<file path="src/rtl/strassen_combine_if.sv">
// Product-in / result-out handshake bundle for the Strassen combine stage.
// The block sits on the slave side; the producer/consumer sits on the master side.
interface strassen_combine_if #(
  parameter int BLOCKSIZE = 32,
  parameter int DATAWIDTH = 128
);
  logic [BLOCKSIZE-1:0] m_data;
  logic                 m_valid;
  logic                 m_ready;
  logic [2:0]           m_idx;
  logic [DATAWIDTH-1:0] c_data;
  logic                 c_valid;
  logic                 c_ready;

  modport slave (
    input  m_data, m_valid, c_ready,
    output m_ready, m_idx, c_data, c_valid
  );

  modport master (
    output m_data, m_valid, c_ready,
    input  m_ready, m_idx, c_data, c_valid
  );
endinterface

</file>
<file path="src/rtl/strassen_combine.sv">
// Strassen post-combination: folds the serial products M1..M7 into C11..C22
// and holds the packed result until downstream takes it.
module strassen_combine #(
  parameter int DATAWIDTH = 128,
  parameter int BLOCKSIZE = 32
) (
  input  logic                  clk,
  input  logic                  rst,
  strassen_combine_if.slave     bus
);

  typedef enum logic [0:0] {
    ACCUM = 1'b0,
    DONE  = 1'b1
  } state_e;

  state_e               state_q, state_d;
  logic [2:0]           cnt_q, cnt_d;
  logic [BLOCKSIZE-1:0] c11_q, c11_d;
  logic [BLOCKSIZE-1:0] c12_q, c12_d;
  logic [BLOCKSIZE-1:0] c21_q, c21_d;
  logic [BLOCKSIZE-1:0] c22_q, c22_d;
  logic [DATAWIDTH-1:0] result;

  always_ff @(posedge clk or posedge rst) begin
    if (rst) begin
      state_q <= ACCUM;
      cnt_q   <= '0;
      c11_q   <= '0;
      c12_q   <= '0;
      c21_q   <= '0;
      c22_q   <= '0;
    end else begin
      state_q <= state_d;
      cnt_q   <= cnt_d;
      c11_q   <= c11_d;
      c12_q   <= c12_d;
      c21_q   <= c21_d;
      c22_q   <= c22_d;
    end
  end

  // Each beat index selects which blocks absorb the product and with which sign.
  always_comb begin
    state_d = state_q;
    cnt_d   = cnt_q;
    c11_d   = c11_q;
    c12_d   = c12_q;
    c21_d   = c21_q;
    c22_d   = c22_q;
    unique case (state_q)
      ACCUM: begin
        if (bus.m_valid) begin
          case (cnt_q)
            3'd0: begin
              c11_d = c11_q + bus.m_data;
              c22_d = c22_q + bus.m_data;
            end
            3'd1: begin
              c21_d = c21_q + bus.m_data;
              c22_d = c22_q - bus.m_data;
            end
            3'd2: begin
              c12_d = c12_q + bus.m_data;
              c22_d = c22_q + bus.m_data;
            end
            3'd3: begin
              c11_d = c11_q + bus.m_data;
              c21_d = c21_q + bus.m_data;
            end
            3'd4: begin
              c11_d = c11_q - bus.m_data;
              c12_d = c12_q + bus.m_data;
            end
            3'd5: c22_d = c22_q + bus.m_data;
            3'd6: c11_d = c11_q + bus.m_data;
            default: ;
          endcase
          if (cnt_q == 3'd6) begin
            cnt_d   = 3'd0;
            state_d = DONE;
          end else begin
            cnt_d = cnt_q + 3'd1;
          end
        end
      end
      DONE: begin
        if (bus.c_ready) begin
          c11_d   = '0;
          c12_d   = '0;
          c21_d   = '0;
          c22_d   = '0;
          state_d = ACCUM;
        end
      end
      default: state_d = ACCUM;
    endcase
  end

  // All handshake outputs come from registers only, so no valid->ready loop exists.
  assign result      = {c22_q, c21_q, c12_q, c11_q};
  assign bus.c_data  = result;
  assign bus.c_valid = (state_q == DONE);
  assign bus.m_ready = (state_q == ACCUM);
  assign bus.m_idx   = cnt_q;

endmodule

</file>
<file path="src/flat_wrapper.sv">
// flat-port wrapper written by rule: the top's interface ports become plain ports
module strassen_combine_flat 
#(
  parameter int DATAWIDTH = 128,
  parameter int BLOCKSIZE = 32
)
  (clk, rst, bus_m_data, bus_m_valid, bus_c_ready, bus_m_ready, bus_m_idx, bus_c_data, bus_c_valid);
  strassen_combine_if #(.BLOCKSIZE(BLOCKSIZE), .DATAWIDTH(DATAWIDTH)) bus_i ();
  input  logic clk;
  input  logic rst;
  input wire logic [$bits(bus_i.m_data)-1:0] bus_m_data;
  input wire logic [$bits(bus_i.m_valid)-1:0] bus_m_valid;
  input wire logic [$bits(bus_i.c_ready)-1:0] bus_c_ready;
  output wire logic [$bits(bus_i.m_ready)-1:0] bus_m_ready;
  output wire logic [$bits(bus_i.m_idx)-1:0] bus_m_idx;
  output wire logic [$bits(bus_i.c_data)-1:0] bus_c_data;
  output wire logic [$bits(bus_i.c_valid)-1:0] bus_c_valid;
  assign bus_i.m_data = bus_m_data;
  assign bus_i.m_valid = bus_m_valid;
  assign bus_i.c_ready = bus_c_ready;
  assign bus_m_ready = bus_i.m_ready;
  assign bus_m_idx = bus_i.m_idx;
  assign bus_c_data = bus_i.c_data;
  assign bus_c_valid = bus_i.c_valid;
  strassen_combine #(.DATAWIDTH(DATAWIDTH), .BLOCKSIZE(BLOCKSIZE)) u_core (.clk(clk), .rst(rst), .bus(bus_i));
endmodule
</file>
<file path="config.mk">
export PLATFORM = sky130hd
export DESIGN_NAME = strassen_combine_flat
export DESIGN_NICKNAME = d
export VERILOG_FILES = /design/src/rtl/strassen_combine_if.sv /design/src/rtl/strassen_combine.sv /design/src/flat_wrapper.sv
export SDC_FILE = /design/constraint.sdc
export NUM_CORES = 1
export LEC_CHECK = 0
export BUFFER_PORTS_ARGS = -buffer_cell sky130_fd_sc_hd__buf_2
export CAP_MARGIN = 5
export CORE_MARGIN = 4
export CORE_UTILIZATION = 54
export CTS_BUF_LIST = sky130_fd_sc_hd__clkbuf_16
export CTS_CLUSTER_DIAMETER = 40
export DETAILED_ROUTE_END_ITERATION = 10
export GPL_ROUTABILITY_DRIVEN = 1
export MAX_ROUTING_LAYER = met4
export PLACE_DENSITY = 0.79
export SYNTH_ARGS = -nofsm -noshare
export SYNTH_HDL_FRONTEND = slang
export SYNTH_SLANG_ARGS = --single-unit
</file>
<file path="constraint.sdc">
create_clock -name clk -period 3.7 [get_ports clk]
set_input_delay 0.185 -clock clk [delete_from_list [all_inputs] [get_ports clk]]
set_output_delay 0.185 -clock clk [all_outputs]
set_load 0.005 [all_outputs]
</file>
==> results of run 1 <==
## logic make-up after synthesis
group,count (synthesis),synth area share [%]
multiplexers,5,0.417
AND/OR/NAND/NOR,431,17.4
buffers and inverters,107,3.33
flip-flops,132,26.9
XOR/XNOR,177,12.7
adder cells (fa/ha/maj),142,14.7
AO/OA/AOI/OAI,494,24.7
## through the flow
stage	setup TNS (ns)	hold WS [ns]
6_report	-0.149	0.240
5_1_grt	-1.76	0.257
4_1_cts	-0.0337	0.213
3_5_place_dp	-8.23	0.303
3_3_place_gp	-6.80	0.300
2_1_floorplan	-0.636	0.289
## metal layers
| layer | share of wire, % | wire (um) | up-vias |
|---|---|---|---|
| li1 | - | - | 6084 |
| met1 | 45 | 16700 | 5830 |
| met2 | 46 | 17000 | 365 |
| met3 | 6.3 | 2320 | 67 |
| met4 | 2.5 | 922 | 0 |
| met5 | 0 | 0 | - |
## sequential cells by signal, indices dropped and copies added, names as in the netlist
signal,flops
u_core.c12_q,32
u_core.bus.c_valid,1
u_core.c22_q,32
u_core.c21_q,32
u_core.c11_q,32
u_core.bus.m_idx,3
## worst reg2reg max path, stage by stage (launching register included)
cell and delay (ns):
dfrtp_1 0.41, nor2b_1 0.24, a21oi_1 0.10, buf_4 0.17, o21ai_1 0.20, inv_1 0.08, fa_1 0.40, nor2b_1 0.12
o21a_1 0.16, o21ai_2 0.08, a211oi_2 0.24, o211ai_1 0.19, a211oi_2 0.29, o211ai_1 0.16, and2_1 0.22, o2111a_1 0.25
a211o_1 0.26
## cells in the final DEF, fill, tap and decap left out, types with 17 or more instances in the layout
master,netlist,final
dfrtp_1,132,132
inv_1,48,46
ha_1,138,136
o21ai_1,3,18
clkbuf_16,0,17
o21ai_0,187,163
a21o_1,57,56
xor2_1,86,83
buf_2,0,167
xnor2_1,90,86
a21oi_1,115,101
nand3_1,140,139
nor2_1,73,69
buf_4,0,186
nand2_1,101,95
nand2b_1,18,18
## final timing paths
path                       slack [ns]          endpoint  cells after the start           startpoint
setup / recovery                -0.07  u_core.c11_q[31]                     20        bus_m_data[5]
hold / removal                   0.24  u_core.c21_q[31]                      4       bus_m_data[31]
setup reg to reg                    0  u_core.c22_q[26]                     16  u_core.bus.m_idx[0]
hold reg to reg                  0.47  u_core.c21_q[31]                      1     u_core.c21_q[31]
max in group asynchronous        2.30  u_core.c22_q[27]                      4                  rst
min in group asynchronous        0.38   u_core.c11_q[4]                      3                  rst
## cell type report
type | count | area (um2) | area share [%]
Clock inverter | 14 | 188 | 1.19
Clock buffer | 17 | 425 | 2.69
Multi-Input combinational cell | 1249 | 9000 | 57.0
Tap cell | 280 | 350 | 2.22
Timing Repair Buffer | 360 | 2330 | 14.8
Inverter | 48 | 186 | 1.18
Sequential cell | 132 | 3300 | 20.9
## what timing repair did
action                                 CTS  global route
setup buffers                            4             8
pin swaps                                6            48
endpoints found under the hold margin   30             0
hold buffers                             2             0
resized for setup                       14            69
setup endpoints to repair               20            27
==> impl_metrics.json, run 1 <==
{
  "firstDrtPassIters": 5,
  "clock_latency_ns": 0.43,
  "synth_area_um2": 12300,
  "cp_max_fo": 3,
  "setup_ws_ns": -0.0703,
  "antenna_found_initial": 0,
  "ys.warnings.count": 0,
  "clockRootBuffer": "clkbuf_16",
  "grt_pass1_wl_mm": 59.8,
  "die_h_um": 159,
  "drt_iter0_drc": 918,
  "synth.ff_latch_count": 132,
  "utilization_pct": 71.5,
  "ios": 169,
  "fin_crit_ns": 3.77,
  "hpwl_mm": 28.2,
  "drt_drc_violations_left": 0,
  "synth_edf_count": 0,
  "grt_max_degree": 104,
  "grt_pass1_vias": 12000,
  "fp.coreArea_um2": 22100,
  "cts_inserted_buffers": 17,
  "fmax_mhz": 265,
  "num_rows": 54,
  "dieArea_um2": 25300,
  "grtUsageMet1_pct": 38.7,
  "dp_cells": 2055,
  "fin_crit_sh_pct": 102,
  "nets": 1986,
  "final-setup-viol-count": 5,
  "skew_ns": 0.00867,
  "synth_cell_types": 73,
  "overflow": 0,
  "cts_tree": "done",
  "relSlewSlack_pct": 38.3,
  "min_path_type": "input port to flop",
  "drv_cap": 0,
  "gp_congestion": 0.952,
  "grtUsageTotal_pct": 29.2,
  "cpPeakStageDelay_ns": 0.56,
  "synth_area_per_cell_um2": 8.26,
  "async_flop_share_pct": 100,
  "io_buffer_count": 168,
  "vias": 12300,
  "clock_sinks": 132,
  "start_util_pct": 55.7,
  "ant_nets": 0,
  "cp_slowest_cell": "or4_4",
  "diodes": 0,
  "grt_util_met3_pct": 5.50,
  "cts_buffer_depth": 2,
  "final_area_um2": 15800,
  "wirelength_mm": 37.0,
  "start_kind": "input port",
  "clkTransAtPathRegs_ns": 0.06,
  "syn_to_final_growth_pct": 28.4,
  "synth_top_cells_by_count": "o21ai_0, nand3_1, ha_1, dfrtp_1, a21oi_1",
  "yosys-top-cells-area": "dfrtp_1, ha_1, o21ai_0",
  "viasPerCell": 5.88,
  "rsz0062_at_grt": "true",
  "post-place-ws_ns": -0.577,
  "arrival_ns": 4.04,
  "synth_most_common_cell": "o21ai_0",
  "detailed_place.area_um2": 14700,
  "yosysTopAreaCell": "dfrtp_1",
  "critPathBufInv": 3,
  "cp_data_required_time_ns": 3.97,
  "grt_use_met2_pct": 45.9,
  "grt_busiest_layer": "met2",
  "worst_pin_slew_ns": 0.922,
  "htree_levels": 4,
  "hold_viol_final": 0,
  "drive_gt1_share_pct": 26.5,
  "path_cells": "buf_6 > or4_4 > nor4_4 > buf_4 > nand3_2 > or3_4 > or3_4 > nand2_4 > xnor2_2 > ha_1 > buf_4 > and3_4 > nand2_4 > o21ai_1 > a211o_1 > o21ai_2 > a21oi_2 > a31oi_1 > xnor2_1 > o21ai_1",
  "ys.flop_type": "dfrtp_1",
  "ys_seq_area_share_pct": 26.9,
  "status": "finished with violations",
  "stdcell_count": 2100,
  "die_w_um": 159,
  "nFillCells": 1690,
  "critPathTopFamily": "simple AND/OR/NAND/NOR gates",
  "worst-setup-path-type": "input port to flop",
  "drv_slew": 0,
  "endpoint_kind": "flop",
  "synth_top_area_share_pct": 26.9,
  "synth_fp_nets": 1666,
  "violations": "setup timing",
  "wl_per_cell_um": 17.6,
  "synthCells": 1488
}
Power of run 1 is left out: the tool's default activity adds up to more than one toggle a clock period on the data nets, which glitch-free logic cannot reach.
==> run 2, diff against run 1 <==
--- a/config.mk
+++ b/config.mk
@@ -8,13 +8,13 @@
 export BUFFER_PORTS_ARGS = -buffer_cell sky130_fd_sc_hd__buf_2
 export CAP_MARGIN = 5
 export CORE_MARGIN = 4
-export CORE_UTILIZATION = 54
+export CORE_UTILIZATION = 43
 export CTS_BUF_LIST = sky130_fd_sc_hd__clkbuf_16
 export CTS_CLUSTER_DIAMETER = 40
 export DETAILED_ROUTE_END_ITERATION = 10
 export GPL_ROUTABILITY_DRIVEN = 1
 export MAX_ROUTING_LAYER = met4
-export PLACE_DENSITY = 0.79
+export PLACE_DENSITY = 0.71
 export SYNTH_ARGS = -nofsm -noshare
 export SYNTH_HDL_FRONTEND = slang
 export SYNTH_SLANG_ARGS = --single-unit
==> impl_metrics.json, run 2 (same netlist as run 1, synthesis figures left out) <==
{
  "fmax_mhz": 273,
  "cp_max_fo": 4,
  "worst_pin_slew_ns": 0.835,
  "status": "completed",
  "firstDrtPassIters": 5,
  "nets": 2014,
  "dieArea_um2": 31400,
  "die_h_um": 177,
  "clock_sinks": 132,
  "start_kind": "input port",
  "relSlewSlack_pct": 44.2,
  "final-setup-viol-count": 0,
  "grt_max_degree": 96,
  "min_path_type": "input port to flop",
  "drv_slew": 0,
  "ant_nets": 0,
  "grt_pass1_wl_mm": 62.3,
  "wl_per_cell_um": 17.8,
  "layout_commonest_cell": "buf_4",
  "regToRegSetupSlack_ns": 0.11,
  "clock_latency_ns": 0.43,
  "hpwl_mm": 30.3,
  "num_rows": 61,
  "grtUsageTotal_pct": 25.2,
  "gp_congestion": 0.929,
  "drv_cap": 0,
  "crit_start": "bus_m_data[0]",
  "antenna_found_initial": 0,
  "layout_common_cells": "buf_4, buf_2, o21ai_0, nand3_1, ha_1",
  "rsz0062_at_grt": "true",
  "ios": 169,
  "cpPeakStageDelay_ns": 0.56,
  "stdcell_count": 2227,
  "overflow": 0,
  "worst-setup-path-type": "input port to flop",
  "vias": 12500,
  "wirelength_mm": 39.7,
  "utilization_pct": 58.6,
  "hold_depth": 5,
  "viasPerCell": 5.62,
  "start_util_pct": 43.9,
  "htree_levels": 4,
  "fin_crit_ns": 3.66,
  "path_cells": "buf_8 > inv_4 > ha_4 > nand2_2 > or4b_4 > nor3b_4 > nand3_2 > nor3_4 > nand2b_1 > or3_4 > nand2_4 > xnor2_2 > ha_1 > buf_6 > nand4_1 > or3_1 > o221a_2 > a211o_1 > nand3_1",
  "clockRootBuffer": "clkbuf_16",
  "cp_data_required_time_ns": 4.06,
  "cts_inserted_buffers": 17,
  "die_w_um": 177,
  "cp_slowest_cell": "or4b_4",
  "cts_tree": "done",
  "fin_crit_sh_pct": 98.8,
  "arrival_ns": 4.02,
  "holdWs_ns": 0.220,
  "skew_ns": 0.0158,
  "rr_worst_depth": 17,
  "syn_to_final_growth_pct": 33.4,
  "drive_gt1_share_pct": 29.6,
  "dp_cells": 2173,
  "io_buffer_count": 168,
  "fp.coreArea_um2": 28000,
  "grt_pass1_vias": 12100,
  "hold_viol_final": 0,
  "drt_iter0_drc": 949,
  "worstHoldStart": "bus_m_data[0]",
  "drt_drc_violations_left": 0,
  "reg2reg_from": "u_core.bus.m_idx[1]",
  "setup_ws_ns": 0.0426,
  "post-place-ws_ns": -0.521,
  "diodes": 0,
  "cts_buffer_depth": 2,
  "endpoint_kind": "flop",
  "clkTransAtPathRegs_ns": 0.06
}
## run 2: changes by cell type in the layout (fill, tap and decap cells not counted), sizes merged
cell,before,now
clkinvlp,3,2
inv,49,55
buf,358,386
clkinv,6,2
## run 2: final timing paths
check                                        end
worst max register to register  u_core.c22_q[31]
min in group asynchronous        u_core.c11_q[1]
worst max-delay path            u_core.c22_q[31]
max in group asynchronous       u_core.c22_q[15]
worst min register to register  u_core.c21_q[31]
worst min-delay path             u_core.c22_q[0]
## run 2: worst max-delay path: cells and delay by family
kind	cells	cell delay [ns]
compound gates	2	0.53
fa+ha+maj	2	0.46
buf+inv	3	0.27
xor+xnor	1	0.08
simple gates	11	2.50
## run 2: routing by layer
layer | share of wire [%] | vias up | global-route usage (%) | wire (um)
met4 | 1.5 | 0 | 5.74 | 596
met2 | 47 | 379 | 41.0 | 18800
met3 | 6.6 | 57 | 3.76 | 2600
met5 | 0 | - | - | 0
li1 | - | 6131 | - | -
met1 | 45 | 5950 | 33.5 | 17700
## run 2: repair_timing
action / in CTS / in global routing
hold endpoints to repair: 38 / 0
pin swaps: 29 / 83
setup buffers: 5 / 18
gates resized for setup: 30 / 119
setup endpoints to repair: 23 / 29
hold buffers: 2 / 0
## run 2: stage by stage
stage / setup TNS (ns) / instance area, um2
after global routing: -0.418 / 16400
final: 0 / 16400
after global placement: -6.30 / 15000
after CTS: -0.00676 / 15800
after floorplan: -0.636 / 12400
after detailed placement: -8.12 / 15000
## run 2: layout make-up
class	count	area [um2]
clock inverters	15	216
multi-input cells	1249	9200
repair buffers	388	2600
inverters	48	189
flip-flops and latches	132	3310
clock buffers	17	425
well taps	378	473
fillers	2473	11600
Power of run 2 is left out for the same reason.
==> run 3, diff against run 2 <==
--- a/config.mk
+++ b/config.mk
@@ -14,7 +14,7 @@
 export DETAILED_ROUTE_END_ITERATION = 10
 export GPL_ROUTABILITY_DRIVEN = 1
 export MAX_ROUTING_LAYER = met4
-export PLACE_DENSITY = 0.71
+export PLACE_DENSITY = 0.69
 export SYNTH_ARGS = -nofsm -noshare
 export SYNTH_HDL_FRONTEND = slang
 export SYNTH_SLANG_ARGS = --single-unit
==> constraint.sdc (replaced) <==
create_clock -name clk -period 3.4 [get_ports clk]
set_input_delay 0.17 -clock clk [delete_from_list [all_inputs] [get_ports clk]]
set_output_delay 0.17 -clock clk [all_outputs]
set_load 0.005 [all_outputs]
==> impl_metrics.json, run 3 (same netlist as run 1, synthesis figures left out) <==
{
  "clockRootBuffer": "clkbuf_16",
  "antenna_found_initial": 0,
  "min_path_type": "input port to flop",
  "skew_ns": 0.0132,
  "path_cells": "buf_6 > nor2b_4 > a21o_4 > buf_8 > nor2_4 > xor2_1 > ha_1 > a21o_1 > a21o_1 > a21o_1 > nor3b_2 > a31oi_2 > buf_4 > a211o_4 > a21oi_4 > a41oi_2 > buf_4 > nand4_1 > nand3_1",
  "stdcell_count": 2292,
  "num_rows": 61,
  "nets": 2080,
  "worst-setup-path-type": "flop to flop",
  "nFillCells": 2437,
  "clock_sinks": 132,
  "drt_iter0_drc": 937,
  "worst_pin_slew_ns": 0.899,
  "cts_buffer_depth": 2,
  "grtUsageTotal_pct": 25.9,
  "multi_input_area_um2": 9480,
  "wirelength_mm": 40.8,
  "gp_congestion": 0.942,
  "violations": "setup timing",
  "worstHoldStart": "bus_m_data[0]",
  "clock_latency_ns": 0.43,
  "io_buffer_count": 168,
  "cp_slowest_cell": "dfrtp_1",
  "ios": 169,
  "cts_tree": "done",
  "cts_inserted_buffers": 17,
  "die_w_um": 177,
  "fp.coreArea_um2": 28000,
  "ant_nets": 0,
  "fin_crit_sh_pct": 107,
  "start_util_pct": 43.9,
  "firstDrtPassIters": 5,
  "layout_commonest_cell": "buf_4",
  "setup_ws_ns": -0.240,
  "endpoint_kind": "flop",
  "final-setup-viol-count": 20,
  "hpwl_mm": 30.7,
  "cp_data_required_time_ns": 3.71,
  "hold_viol_final": 0,
  "seq_area_um2": 3300,
  "grt_pass1_vias": 12600,
  "overflow": 0,
  "critPathTopFamily": "compound AO/OA/AOI/OAI gates",
  "cp_max_fo": 7,
  "grt_pass1_wl_mm": 63.8,
  "vias": 12900,
  "rsz0062_at_grt": "true",
  "dp_cells": 2223,
  "detailed_place.area_um2": 15400,
  "drv_cap": 0,
  "holdWs_ns": 0.236,
  "arrival_ns": 3.95,
  "htree_levels": 4,
  "fmax_mhz": 275,
  "fin_crit_ns": 3.64,
  "status": "finished with violations",
  "cpPeakStageDelay_ns": 0.40,
  "viasPerCell": 5.65,
  "rr_worst_depth": 19,
  "wl_per_cell_um": 17.8,
  "drive_gt1_share_pct": 33.9,
  "regToRegSetupSlack_ns": -0.24,
  "diodes": 0,
  "drv_slew": 0,
  "holdPathEnd": "u_core.c22_q[0]",
  "reg2reg_from": "u_core.bus.m_idx[1]",
  "relSlewSlack_pct": 40.1,
  "die_h_um": 177,
  "drt_drc_violations_left": 0,
  "dieArea_um2": 31400,
  "utilization_pct": 61.3,
  "start_kind": "flop",
  "reg2reg_to": "u_core.c22_q[31]",
  "crit_start": "u_core.bus.m_idx[1]",
  "final_area_um2": 17200,
  "hold_depth": 5,
  "syn_to_final_growth_pct": 39.5,
  "clkTransAtPathRegs_ns": 0.06,
  "critPathBufInv": 4,
  "grt_max_degree": 72,
  "layout_common_cells": "buf_4, buf_2, o21ai_0, nand3_1, ha_1",
  "worst_path_most_repeated_cell": "a21o_1"
}
-- run 3: cell type report --
class                           count  area share, %
Tap cell                          378           2.76
Sequential cell                   132           19.3
Multi-Input combinational cell   1249           55.2
Clock inverter                     14          0.809
Inverter                           48           1.16
Timing Repair Buffer              454           18.3
Clock buffer                       17           2.48
-- run 3: how the worst max path moves through the flow --
stage,end,slack (ns),depth (start not counted)
6_report,u_core.c22_q[31],-0.24,19
5_1_grt,u_core.c22_q[26],-0.46,18
4_1_cts,u_core.c22_q[26],-0.17,18
3_5_place_dp,u_core.c11_q[30],-0.79,18
3_3_place_gp,u_core.c11_q[30],-0.77,18
2_1_floorplan,u_core.c11_q[30],-0.54,16
-- run 3: layer usage --
metal | global-route usage, % | vias to the layer above | share of wire (%)
met5 | - | - | 0
met4 | 7.77 | 0 | 2.6
met2 | 40.7 | 350 | 46
met3 | 3.82 | 67 | 5.9
li1 | - | 6278 | -
met1 | 34.8 | 6249 | 46
-- run 3: tightest hold or removal path: cells and delay by family --
kind / cells / cell delay [ns]
fa+ha+maj: 1 / 0.13
buf+inv: 2 / 0.23
simple gates: 2 / 0.10
-- run 3: stage by stage --
step / setup WS (ns) / setup TNS [ns]
global route: -0.458 / -5.80
CTS: -0.173 / -1.08
detailed placement: -0.788 / -15.17
floorplan: -0.542 / -3.96
global placement: -0.769 / -13.67
finish: -0.240 / -1.96
-- run 3: repair_timing --
action                                  4_1_cts  5_1_grt
pin swaps                                    73       70
hold buffers                                  2        0
hold endpoints to repair                     33        0
buffers inserted                             19       19
endpoints found under the setup margin       32       37
resized for setup                           110       95
Power of run 3 is left out for the same reason.
